==> config.mk <==
export PLATFORM = sky130hd
export DESIGN_NAME = sn74xx594_shreg_gen
export DESIGN_NICKNAME = d
export VERILOG_FILES = /design/src/rtl/sn74xx594_shreg_gen.sv
export SDC_FILE = /design/constraint.sdc
export NUM_CORES = 1
export LEC_CHECK = 0
export CORE_MARGIN = 2
export CORE_UTILIZATION = 44
export CTS_CLUSTER_DIAMETER = 60
export DETAILED_ROUTE_END_ITERATION = 16
export PLACE_DENSITY = 0.9
export SLEW_MARGIN = 25
export SYNTH_ARGS = -nofsm -noshare
export SYNTH_HDL_FRONTEND = slang
export SYNTH_SLANG_ARGS = --single-unit
==> constraint.sdc <==
create_clock -name clk -period 2.6 [get_ports clk]
set_clock_uncertainty 0.15 [all_clocks]
set_input_delay 0.52 -clock clk [delete_from_list [all_inputs] [get_ports clk]]
set_output_delay 0.52 -clock clk [all_outputs]
set_load 0.1 [all_outputs]
==> src/rtl/sn74xx594_shreg_gen.sv <==
`default_nettype none
// +--------------------------------------------------------------------------+
// | Module      : sn74xx594_shreg_gen                                        |
// | Description : WIDTH-bit bidirectional shift register with parallel load  |
// |               feeding a WIDTH-bit output register (74LS594 successor).   |
// |               Optional auto-transfer after WIDTH shifts is enabled by    |
// |               defining the macro SN74XX594_AUTOLATCH_EN.                 |
// | Revision    : 1.0 - initial release                                      |
// +--------------------------------------------------------------------------+
module sn74xx594_shreg_gen #(
    parameter int WIDTH = 8
) (
    input  logic             clk,
    input  logic             clr,
    input  logic             sclr,
    input  logic             rclr,
    input  logic [1:0]       mode,
    input  logic             ser_up,
    input  logic             ser_dn,
    input  logic [WIDTH-1:0] d,
    input  logic             rck_en,
    output logic [WIDTH-1:0] q,
    output logic             qh,
    output logic             ql,
    output logic             done
);

    localparam logic [1:0] c_MODE_HOLD = 2'b00;
    localparam logic [1:0] c_MODE_UP   = 2'b01;
    localparam logic [1:0] c_MODE_DN   = 2'b10;
    localparam logic [1:0] c_MODE_LOAD = 2'b11;

    logic [WIDTH-1:0] r_sr;
    logic [WIDTH-1:0] r_q;
    logic             w_pending;
    logic             w_xfer;

    // Shift register: master clear, then local clear, then mode.
    always_ff @(posedge clk) begin
        if (!clr) begin
            r_sr <= '0;
        end else if (!sclr) begin
            r_sr <= '0;
        end else begin
            case (mode)
                c_MODE_UP:   r_sr <= {r_sr[WIDTH-2:0], ser_up};
                c_MODE_DN:   r_sr <= {ser_dn, r_sr[WIDTH-1:1]};
                c_MODE_LOAD: r_sr <= d;
                c_MODE_HOLD: r_sr <= r_sr;
                default:     r_sr <= r_sr;
            endcase
        end
    end

    always_comb w_xfer = rck_en | w_pending;

    // Output register always captures the pre-edge shift register contents.
    always_ff @(posedge clk) begin
        if (!clr) begin
            r_q <= '0;
        end else if (!rclr) begin
            r_q <= '0;
        end else if (w_xfer) begin
            r_q <= r_sr;
        end
    end

    assign q  = r_q;
    assign qh = r_sr[WIDTH-1];
    assign ql = r_sr[0];

`ifdef SN74XX594_AUTOLATCH_EN
    localparam int                 c_CNT_W = $clog2(WIDTH + 1);
    localparam logic [c_CNT_W-1:0] c_LAST  = c_CNT_W'(WIDTH - 1);

    logic [c_CNT_W-1:0] r_count;
    logic               r_pending;
    logic               r_done;
    logic               w_shift;

    always_comb w_shift = (mode == c_MODE_UP) || (mode == c_MODE_DN);

    // pending lives for one cycle; the transfer it requests happens on the
    // following edge regardless of what that edge does to the count.
    always_ff @(posedge clk) begin
        if (!clr) begin
            r_count   <= '0;
            r_pending <= 1'b0;
            r_done    <= 1'b0;
        end else begin
            r_done <= r_pending & rclr;
            if (!sclr || (mode == c_MODE_LOAD)) begin
                r_count   <= '0;
                r_pending <= 1'b0;
            end else if (w_shift) begin
                if (r_count == c_LAST) begin
                    r_count   <= '0;
                    r_pending <= 1'b1;
                end else begin
                    r_count   <= r_count + c_CNT_W'(1);
                    r_pending <= 1'b0;
                end
            end else begin
                r_pending <= 1'b0;
            end
        end
    end

    assign w_pending = r_pending;
    assign done      = r_done;
`else
    assign w_pending = 1'b0;
    assign done      = 1'b0;
`endif

endmodule
`default_nettype wire
==> results by group, run 1 <==
Outcome
  • Status: finished clean

Yosys
  • Synthesis-stage register bit count: 16
  • Post-synth top area share: 0.455
  • Simple-gate share of the synthesized area: 0.0657
  • Complex-gate fraction of the synthesized area: 0.0710
  • Largest area contributor in the netlist: dfxtp_1
  • Mapped Cells: 64
  • Sequential-to-total area share from yosys stat: 0.455
  • Avg Inst Size Synth: 11.0 µm²
  • Post-Synth XOR/XNOR Area: 0
  • Synth warn: 0
  • Net Count, Synth: 81
  • Post-synthesis adder-cell area fraction: 0
  • Main combinational cell family by area after synthesis: multiplexers
  • Netlist Area Pre-Place: 704 µm²
  • Mux contribution to synthesized area: 0.341
  • Distinct cells, synth: 12
  • Area contributors post-synth: dfxtp_1 45%, mux2i_1 34%, o22ai_1 7.1%, nor2_1 4.3%, buf_12 2.8%

CTS
  • Num CTS Buffers: 3
  • Post-cts repair resize count: 0
  • CTS root buffer: clkbuf_4
  • Worst-skew pair later-pin latency: 0.29 ns
  • Setup Buffers After CTS: 0
  • CTS tree: yes
  • Clock transition at path regs: 0.09 ns
  • Post-CTS Hold Buffers: 0
  • H-tree depth: 1
  • CTS sink cnt: 16
  • CTS max path bufs: 2

Floorplan
  • Die Y: 44.0 µm
  • Core Region: 1510 µm²
  • Row cnt: 14
  • I/O pin count: 28
  • Initial core utilization: 0.468
  • Die area: 1940 µm²
  • Die width: 44.0 µm

Layout
  • Util after Layout: 0.637
  • Final Non-Filler Cells: 107
  • Diodes inserted: 0
  • Area Growth Syn to Fin: 36.2%
  • Final-layout fill cell count: 131
  • Share of layout cells above drive strength 1: 0.165
  • Final nets: 109

Power and ir drop
  • Leak pwr: 0.423 nW
  • Clk pwr share: 0.328
  • Pint: 0.000374 W
  • Switching power: 0.000124 W
  • Maximum vdd drop: 0.384 mV
  • Sw Ratio: 0.249
  • Power share of the sequential group: 0.509
  • Logic pwr share: 0.162
  • Pwr/cell area: 518 nW/µm²

Global route
  • Initial antenna violation count: 0
  • Via count of the first global-routing pass: 496
  • First-pass GRT wire length: 2170 µm
  • Largest net degree at the start of global routing: 17
  • GR Overflow Total: 0
  • Total track usage: 0.154

Worst setup path
  • Crit-path max FO: 4
  • Startpoint Class: register
  • Worst path slowest cell: dfxtp_1
  • Worst path max stage delay: 0.40 ns
  • CP endpoint kind: output port
  • Worst-path cell chain: buf_4
  • Crit Path Category: reg -> out
  • CP delay by family, top: flip-flops
  • Arr. time, crit path: 1.00 ns
  • Critical Path Stages: 1
  • Critical path required time: 1.93 ns
  • Buf+Inv Stages, Crit Path: 1
  • Cells on worst reg2reg path: 2

Routing
  • Post-route DRC: 0
  • Via count: 551
  • WL/cell: 12.5 µm
  • DRT Pass-1 Iters: 4
  • Antenna viol nets, final: 0
  • Via/cell ratio: 5.15
  • DRT Wirelength: 1340 µm
  • Initial DRC count: 5

Timing
  • Final Cycle Share: 0.643
  • Final TNS setup: 0 ns
  • Final Setup Violations: 0
  • Unrepaired setup endpoints after global routing: no
  • Worst hold margin: 0.352 ns
  • Max Slew Vio Count: 0
  • Final count of hold timing violations: 0
  • Max Clk Rate: 0.598 GHz
  • Minimum clock period: 1.67 ns

Placed design
  • IO Port Bufs: 26
  • Placed Instances: 103
  • HPWL Detailed: 1030 µm
  • Final GP Congestion: 0.684

Hold path
  • Hold depth: 2
  • Min-Delay Path Class: reg -> reg

Run
  • # Max-Cap Violations: 0
## flip-flops by register name, indices dropped and copies added (netlist names)
register / cells
r_sr: 8
q: 8
## layout make-up
class,instances,area (µm²),share of cell area
multi-input cells,44,340,0.355
flip-flops and latches,16,320,0.334
repair buffers,27,243,0.253
clock buffers,4,36.3,0.0378
well taps,16,20.0,0.0209
## per-layer routing
metal | up-vias | share of wire | GRT usage
li1 | 287 | - | -
met1 | 248 | 0.45 | 0.194
met2 | 14 | 0.47 | 0.238
met3 | 2 | 0.059 | 0.0612
met4 | 0 | 0.011 | 0.0545
met5 | - | 0 | 0
## layout by cell type (no fill, tap or decap)
cell,synthesis,layout
mux2i_1,24,24
clkdlybuf4s50_1,0,16
dfxtp_1,16,16
buf_4,1,11
o22ai_1,8,8
nor2_1,8,8
clkbuf_4,0,3
nand3b_1,1,1
nand3_1,1,1
nand2_1,1,1
conb_1,1,1
clkbuf_8,0,1
## power by group through the flow
stage,combinational [W],sequential [W],clock [W]
2_1_floorplan,0.0000418,0.000272,0
3_3_place_gp,0.0000806,0.000259,0
3_5_place_dp,0.0000808,0.000259,0
4_1_cts,0.0000812,0.000253,0.000168
5_1_grt,0.0000856,0.000254,0.000178
6_report,0.0000807,0.000253,0.000163
## final timing paths
| path | to | startpoint | slack [ns] |
|---|---|---|---|
| max | ql | r_sr[0]$_SDFFE_PN0P_ | 0.93 |
| min | q[2]$_SDFFE_PN0P_ | q[2]$_SDFFE_PN0P_ | 0.35 |
| min reg2reg | q[2]$_SDFFE_PN0P_ | q[2]$_SDFFE_PN0P_ | 0.35 |
| max reg2reg | r_sr[3]$_SDFFE_PN0P_ | r_sr[2]$_SDFFE_PN0P_ | 1.73 |
## Yosys cell counts
cell      instances
buf_4             1
buf_12            1
nor2_1            8
dfxtp_1          16
nand2_1           1
o22ai_1           8
buf_2             1
nand3b_1          1
buf_6             1
nand3_1           1
mux2i_1          24
conb_1            1
## per-stage QoR
| stage | setup WS [ns] | cell area [µm²] | power [W] |
|---|---|---|---|
| floorplan | 0.976 | 704 | 0.000313 |
| CTS | 0.920 | 960 | 0.000503 |
| global route | 0.864 | 960 | 0.000518 |
| finish | 0.928 | 960 | 0.000497 |
| global placement | 0.764 | 923 | 0.000339 |
| detailed placement | 0.756 | 923 | 0.000340 |
## tightest hold or removal path: stages, from the launching register on
cell and delay (ns):
dfxtp_1 0.33, mux2i_1 0.06, nor2_1 0.08
## cells by family (layout without fill, tap and decap cells)
family                 Yosys count  after routing
multiplexers                    24             24
AO/OA/AOI/OAI                    8              8
other                            1              1
flip-flops                      16             16
buffers and inverters            4             31
AND/OR/NAND/NOR                 11             11
Power figures use the tool's default switching activity.
==> run 2, diff against run 1 <==
CORE_UTILIZATION = 37   (was 44)
PLACE_DENSITY = 0.82   (was 0.9)
clock period = 1.4 ns   (was 2.6 ns; I/O delays follow)
==> run 2 against run 1 <==
Net effect:
- flip-flop and latch count unchanged
- critical path depth unchanged
- non-clock buffer count up 2
- cell count up 9.3%
- worst setup slack worse by 0.83 ns
- die area up 17%
- sequential power up 87%
- clock power up 42%
- critical endpoint is now q[3]
- largest power group unchanged
==> results by group, run 2 (synthesis gave the netlist of run 1 again) <==
Global route
  • GR Overflow Total: 0
  • Initial antenna violation count: 0
  • Largest net degree at the start of global routing: 17
  • Total track usage: 0.164
  • Via count of the first global-routing pass: 555
  • First-pass GRT wire length: 2530 µm

CTS
  • Post-cts repair resize count: 0
  • Num CTS Buffers: 3
  • CTS root buffer: clkbuf_4
  • Post-CTS Hold Buffers: 0
  • Worst-skew pair later-pin latency: 0.28 ns
  • Setup Buffers After CTS: 0
  • H-tree depth: 1
  • CTS tree: yes
  • Clock transition at path regs: 0.08 ns
  • CTS max path bufs: 2
  • CTS sink cnt: 16

Floorplan
  • Row cnt: 15
  • Die Y: 47.6 µm
  • I/O pin count: 28
  • Die width: 47.6 µm
  • Core Region: 1760 µm²
  • Initial core utilization: 0.399
  • Die area: 2270 µm²

Hold path
  • HP Start: q[0]$_SDFFE_PN0P_
  • Min-Delay Path Class: reg -> reg

Power and ir drop
  • Pwr/cell area: 781 nW/µm²
  • Total power: 0.000878 W
  • Switching power: 0.000224 W
  • Sw Ratio: 0.255
  • Leak pwr: 0.463 nW
  • Clk pwr share: 0.263
  • Power share of the sequential group: 0.539
  • Pint: 0.000655 W
  • Logic pwr share: 0.198
  • Maximum vdd drop: 0.537 mV

Worst setup path
  • Crit-path max FO: 2
  • Worst path max stage delay: 0.40 ns
  • Cells on worst reg2reg path: 2
  • Crit Path Category: reg -> out
  • CP delay by family, top: flip-flops
  • Crit path from: q[3]$_SDFFE_PN0P_
  • Worst R2R Setup Slack: 0.51 ns
  • Worst-path cell chain: buf_12
  • Buf+Inv Stages, Crit Path: 1
  • Critical Path Stages: 1
  • Worst R2R Start: r_sr[5]$_SDFFE_PN0P_
  • Arr. time, crit path: 0.88 ns
  • CP endpoint kind: output port
  • Startpoint Class: register
  • Crit path capture: q[3]
  • Reg2reg end: r_sr[6]$_SDFFE_PN0P_
  • Critical path required time: 0.97 ns
  • Worst path slowest cell: dfxtp_1

Layout
  • Share of layout cells above drive strength 1: 0.196
  • Util after Layout: 0.638
  • Most common cell after layout, fill and taps aside: mux2i_1
  • Post-route cell area: 1120 µm²
  • Final-layout fill cell count: 160
  • Most frequent cells in the layout: 24 x mux2i_1, 16 x clkdlybuf4s50_1, 14 x dfxtp_1
  • Area Growth Syn to Fin: 59.7%
  • Diodes inserted: 0
  • Final nets: 111

Timing
  • Final count of hold timing violations: 0
  • Final worst slack: 0.0945 ns
  • Max Slew Vio Count: 0
  • Final Cycle Share: 0.933
  • Max Clk Rate: 0.766 GHz
  • Minimum clock period: 1.31 ns
  • Unrepaired setup endpoints after global routing: no
  • Final Setup Violations: 0
  • Final TNS setup: 0 ns

Routing
  • Initial DRC count: 7
  • Via count: 571
  • Post-route DRC: 0
  • Via/cell ratio: 4.88
  • Antenna viol nets, final: 0
  • WL/cell: 13.7 µm
  • DRT Pass-1 Iters: 4
  • DRT Wirelength: 1610 µm

Run
  • # Max-Cap Violations: 0

Placed design
  • Area post-placement: 1100 µm²
  • Place WS: -0.186 ns
  • HPWL Detailed: 1220 µm
  • IO Port Bufs: 26
  • Final GP Congestion: 0.732

Outcome
  • Status: finished clean
==> run 2: cell count changes in the layout (fill, tap and decap cells not counted) <==
cell and change:
dfxtp_1 -2, buf_4 -10, dfxtp_2 +2, clkbuf_8 -1, buf_12 +12
==> run 2: power groups by stage <==
stage                     clock network (W)  logic [W]  registers, W
final                              0.000231   0.000174      0.000473
after global routing               0.000275   0.000182      0.000475
after detailed placement                  0   0.000174      0.000484
after floorplan                           0  0.0000776      0.000505
after CTS                          0.000242   0.000175      0.000473
after global placement                    0   0.000172      0.000483
==> run 2: layout make-up <==
type / instances / area (µm²) / area share
Timing Repair Buffer: 29 / 408 / 0.363
Tap cell: 25 / 31.3 / 0.0278
Multi-Input combinational cell: 44 / 340 / 0.303
Sequential cell: 16 / 323 / 0.287
Clock buffer: 3 / 22.5 / 0.0200
==> run 2: routing by layer <==
layer	routed length (µm)	vias to the layer above	global-route usage
met3	84	2	0.0340
li1	-	285	-
met2	822	19	0.273
met1	680	265	0.207
met4	18	0	0.0649
met5	0	-	0
==> run 2: how the worst min path moves through the flow <==
stage                           end  slack [ns]  cells after the start
5_1_grt           q[5]$_SDFFE_PN0P_        0.43                      2
4_1_cts           q[6]$_SDFFE_PN0P_        0.41                      2
6_report          q[0]$_SDFFE_PN0P_        0.41                      2
3_3_place_gp      q[7]$_SDFFE_PN0P_        0.40                      2
3_5_place_dp      q[5]$_SDFFE_PN0P_        0.39                      2
2_1_floorplan  r_sr[0]$_SDFFE_PN0P_        0.30                      2
==> run 2: through the flow <==
step,instances,hold slack [ns]
floorplan,64,0.303
global placement,114,0.395
detailed placement,114,0.391
CTS,117,0.412
global route,117,0.428
finish,117,0.406
==> run 3, diff against run 2 <==
GPL_TIMING_DRIVEN = 0   (was not set)
PLACE_DENSITY = 0.73   (was 0.82)
==> run 3 against run 2 <==
Net effect:
- clock power is 31% higher
- flip-flop and latch count did not move
- clock-buffer cell count increased by 1
- die area unchanged
- fmax down 3.6%
- final area fell by 11%
- combinational power fell by 8%
- register-to-register slack hardly changed
- global-route usage shrank 0.95 points
- largest cell class is now multi-input combinational cells
==> results by group, run 3 (synthesis gave the netlist of run 1 again) <==
Routing
  • WL/cell: 13.4 µm
  • Initial DRC count: 9
  • DRT Pass-1 Iters: 4
  • Via count: 586
  • Via/cell ratio: 5.01
  • Antenna viol nets, final: 0
  • DRT Wirelength: 1570 µm
  • Post-route DRC: 0

Global route
  • Met3 Track Usage GR: 0.0679
  • Largest net degree at the start of global routing: 11
  • Via count of the first global-routing pass: 531
  • First-pass GRT wire length: 2380 µm
  • Initial antenna violation count: 0
  • GR Layer Usage met2: 0.230
  • Met1 Track Usage GR: 0.201
  • Most used routing layer: met2
  • GR Overflow Total: 0
  • Total track usage: 0.154

Layout
  • Post-route cell area: 1000 µm²
  • Final nets: 110
  • Most frequent cells in the layout: 24 x mux2i_1, 14 x clkdlybuf4s50_1, 14 x dfxtp_1
  • Area Growth Syn to Fin: 42.1%
  • Final-layout fill cell count: 178
  • Most common cell after layout, fill and taps aside: mux2i_1
  • Share of layout cells above drive strength 1: 0.217
  • Util after Layout: 0.567
  • Final Non-Filler Cells: 117
  • Area occupied by multi-input gates: 340 µm²
  • Diodes inserted: 0
  • Reg area: 323 µm²

Worst setup path
  • Arr. time, crit path: 0.92 ns
  • Crit-path max FO: 2
  • Startpoint Class: register
  • Crit Path Category: reg -> out
  • Worst path slowest cell: dfxtp_1
  • Buf+Inv Stages, Crit Path: 1
  • Critical path required time: 0.97 ns
  • CP endpoint kind: output port
  • Worst-path cell chain: buf_4
  • Worst path max stage delay: 0.35 ns
  • CP delay by family, top: flip-flops

Power and ir drop
  • Switching power: 0.000234 W
  • Power share of the sequential group: 0.505
  • Sw Ratio: 0.251
  • Pint: 0.000700 W
  • Clk pwr share: 0.324
  • Pwr/cell area: 934 nW/µm²
  • Maximum vdd drop: 0.623 mV
  • Leak pwr: 0.439 nW
  • Logic pwr share: 0.171

Floorplan
  • Die area: 2270 µm²
  • I/O pin count: 28
  • Die width: 47.6 µm
  • Initial core utilization: 0.399
  • Core Region: 1760 µm²
  • Row cnt: 15
  • Die Y: 47.6 µm

CTS
  • CTS tree: yes
  • Clock transition at path regs: 0.10 ns
  • Worst-skew pair later-pin latency: 0.29 ns
  • Setup Buffers After CTS: 0
  • Num CTS Buffers: 3
  • H-tree depth: 1
  • CTS root buffer: clkbuf_4
  • CTS sink cnt: 16
  • CTS max path bufs: 2

Placed design
  • HPWL Detailed: 1160 µm
  • IO Port Bufs: 24
  • Place WS: -0.514 ns
  • Placed Instances: 113
  • Area post-placement: 978 µm²
  • Final GP Congestion: 0.637

Timing
  • Worst hold margin: 0.221 ns
  • Final Setup Violations: 0
  • Unrepaired setup endpoints after global routing: no
  • Final count of hold timing violations: 0
  • Final worst slack: 0.0459 ns
  • Minimum clock period: 1.35 ns
  • Max Clk Rate: 0.738 GHz
  • Max Slew Vio Count: 0
  • Final Cycle Share: 0.967

Run
  • # Max-Cap Violations: 0

Outcome
  • Status: finished clean

Hold path
  • Min-Delay Path Class: in -> reg
==> run 3: cell count changes in the layout (fill, tap and decap cells not counted) <==
cell and delta:
buf_2 +1, buf_4 +7, buf_6 +4, buf_12 -11
clkbuf_8 +1, clkdlybuf4s50_1 -2
==> run 3: final timing paths <==
check / start / to / slack (ns) / depth (start not counted)
max: q[3]$_SDFFE_PN0P_ / q[3] / 0.05 / 1
max reg2reg: r_sr[2]$_SDFFE_PN0P_ / r_sr[3]$_SDFFE_PN0P_ / 0.50 / 2
min reg2reg: q[1]$_SDFFE_PN0P_ / q[1]$_SDFFE_PN0P_ / 0.35 / 2
min: mode[0] / r_sr[5]$_SDFFE_PN0P_ / 0.22 / 3
==> run 3: stage by stage <==
step | setup TNS, ns | total power, W
3_5_place_dp | -5.95 | 0.000642
5_1_grt | 0 | 0.000973
6_report | 0 | 0.000934
4_1_cts | 0 | 0.000949
3_3_place_gp | -5.76 | 0.000640
2_1_floorplan | 0 | 0.000583
==> run 3: layout make-up <==
cell class,count,share of cell area
repair buffers,24,0.226
well taps,25,0.0313
multi-input cells,44,0.340
flip-flops and latches,16,0.323
clock buffers,4,0.0363
plain buffers,4,0.0438
==> run 3: layer usage <==
metal	wire length, µm	share of wire	vias to the layer above
met5	0	0	-
met4	29	0.018	0
met3	105	0.067	4
met2	740	0.47	21
met1	693	0.44	273
li1	-	-	288
==> run 3: timing repair <==
action                                  in CTS  in global routing
resized for setup                           61                  2
hold buffers                                 0                  0
endpoints found under the setup margin      10                  2
==> run 3: power by group through the flow <==
stage,Combinational [W],Clock (W),Sequential [W]
finish,0.000160,0.000303,0.000471
global route,0.000170,0.000330,0.000473
CTS,0.000160,0.000317,0.000472
detailed placement,0.000160,0,0.000482
global placement,0.000159,0,0.000482
floorplan,0.0000776,0,0.000505
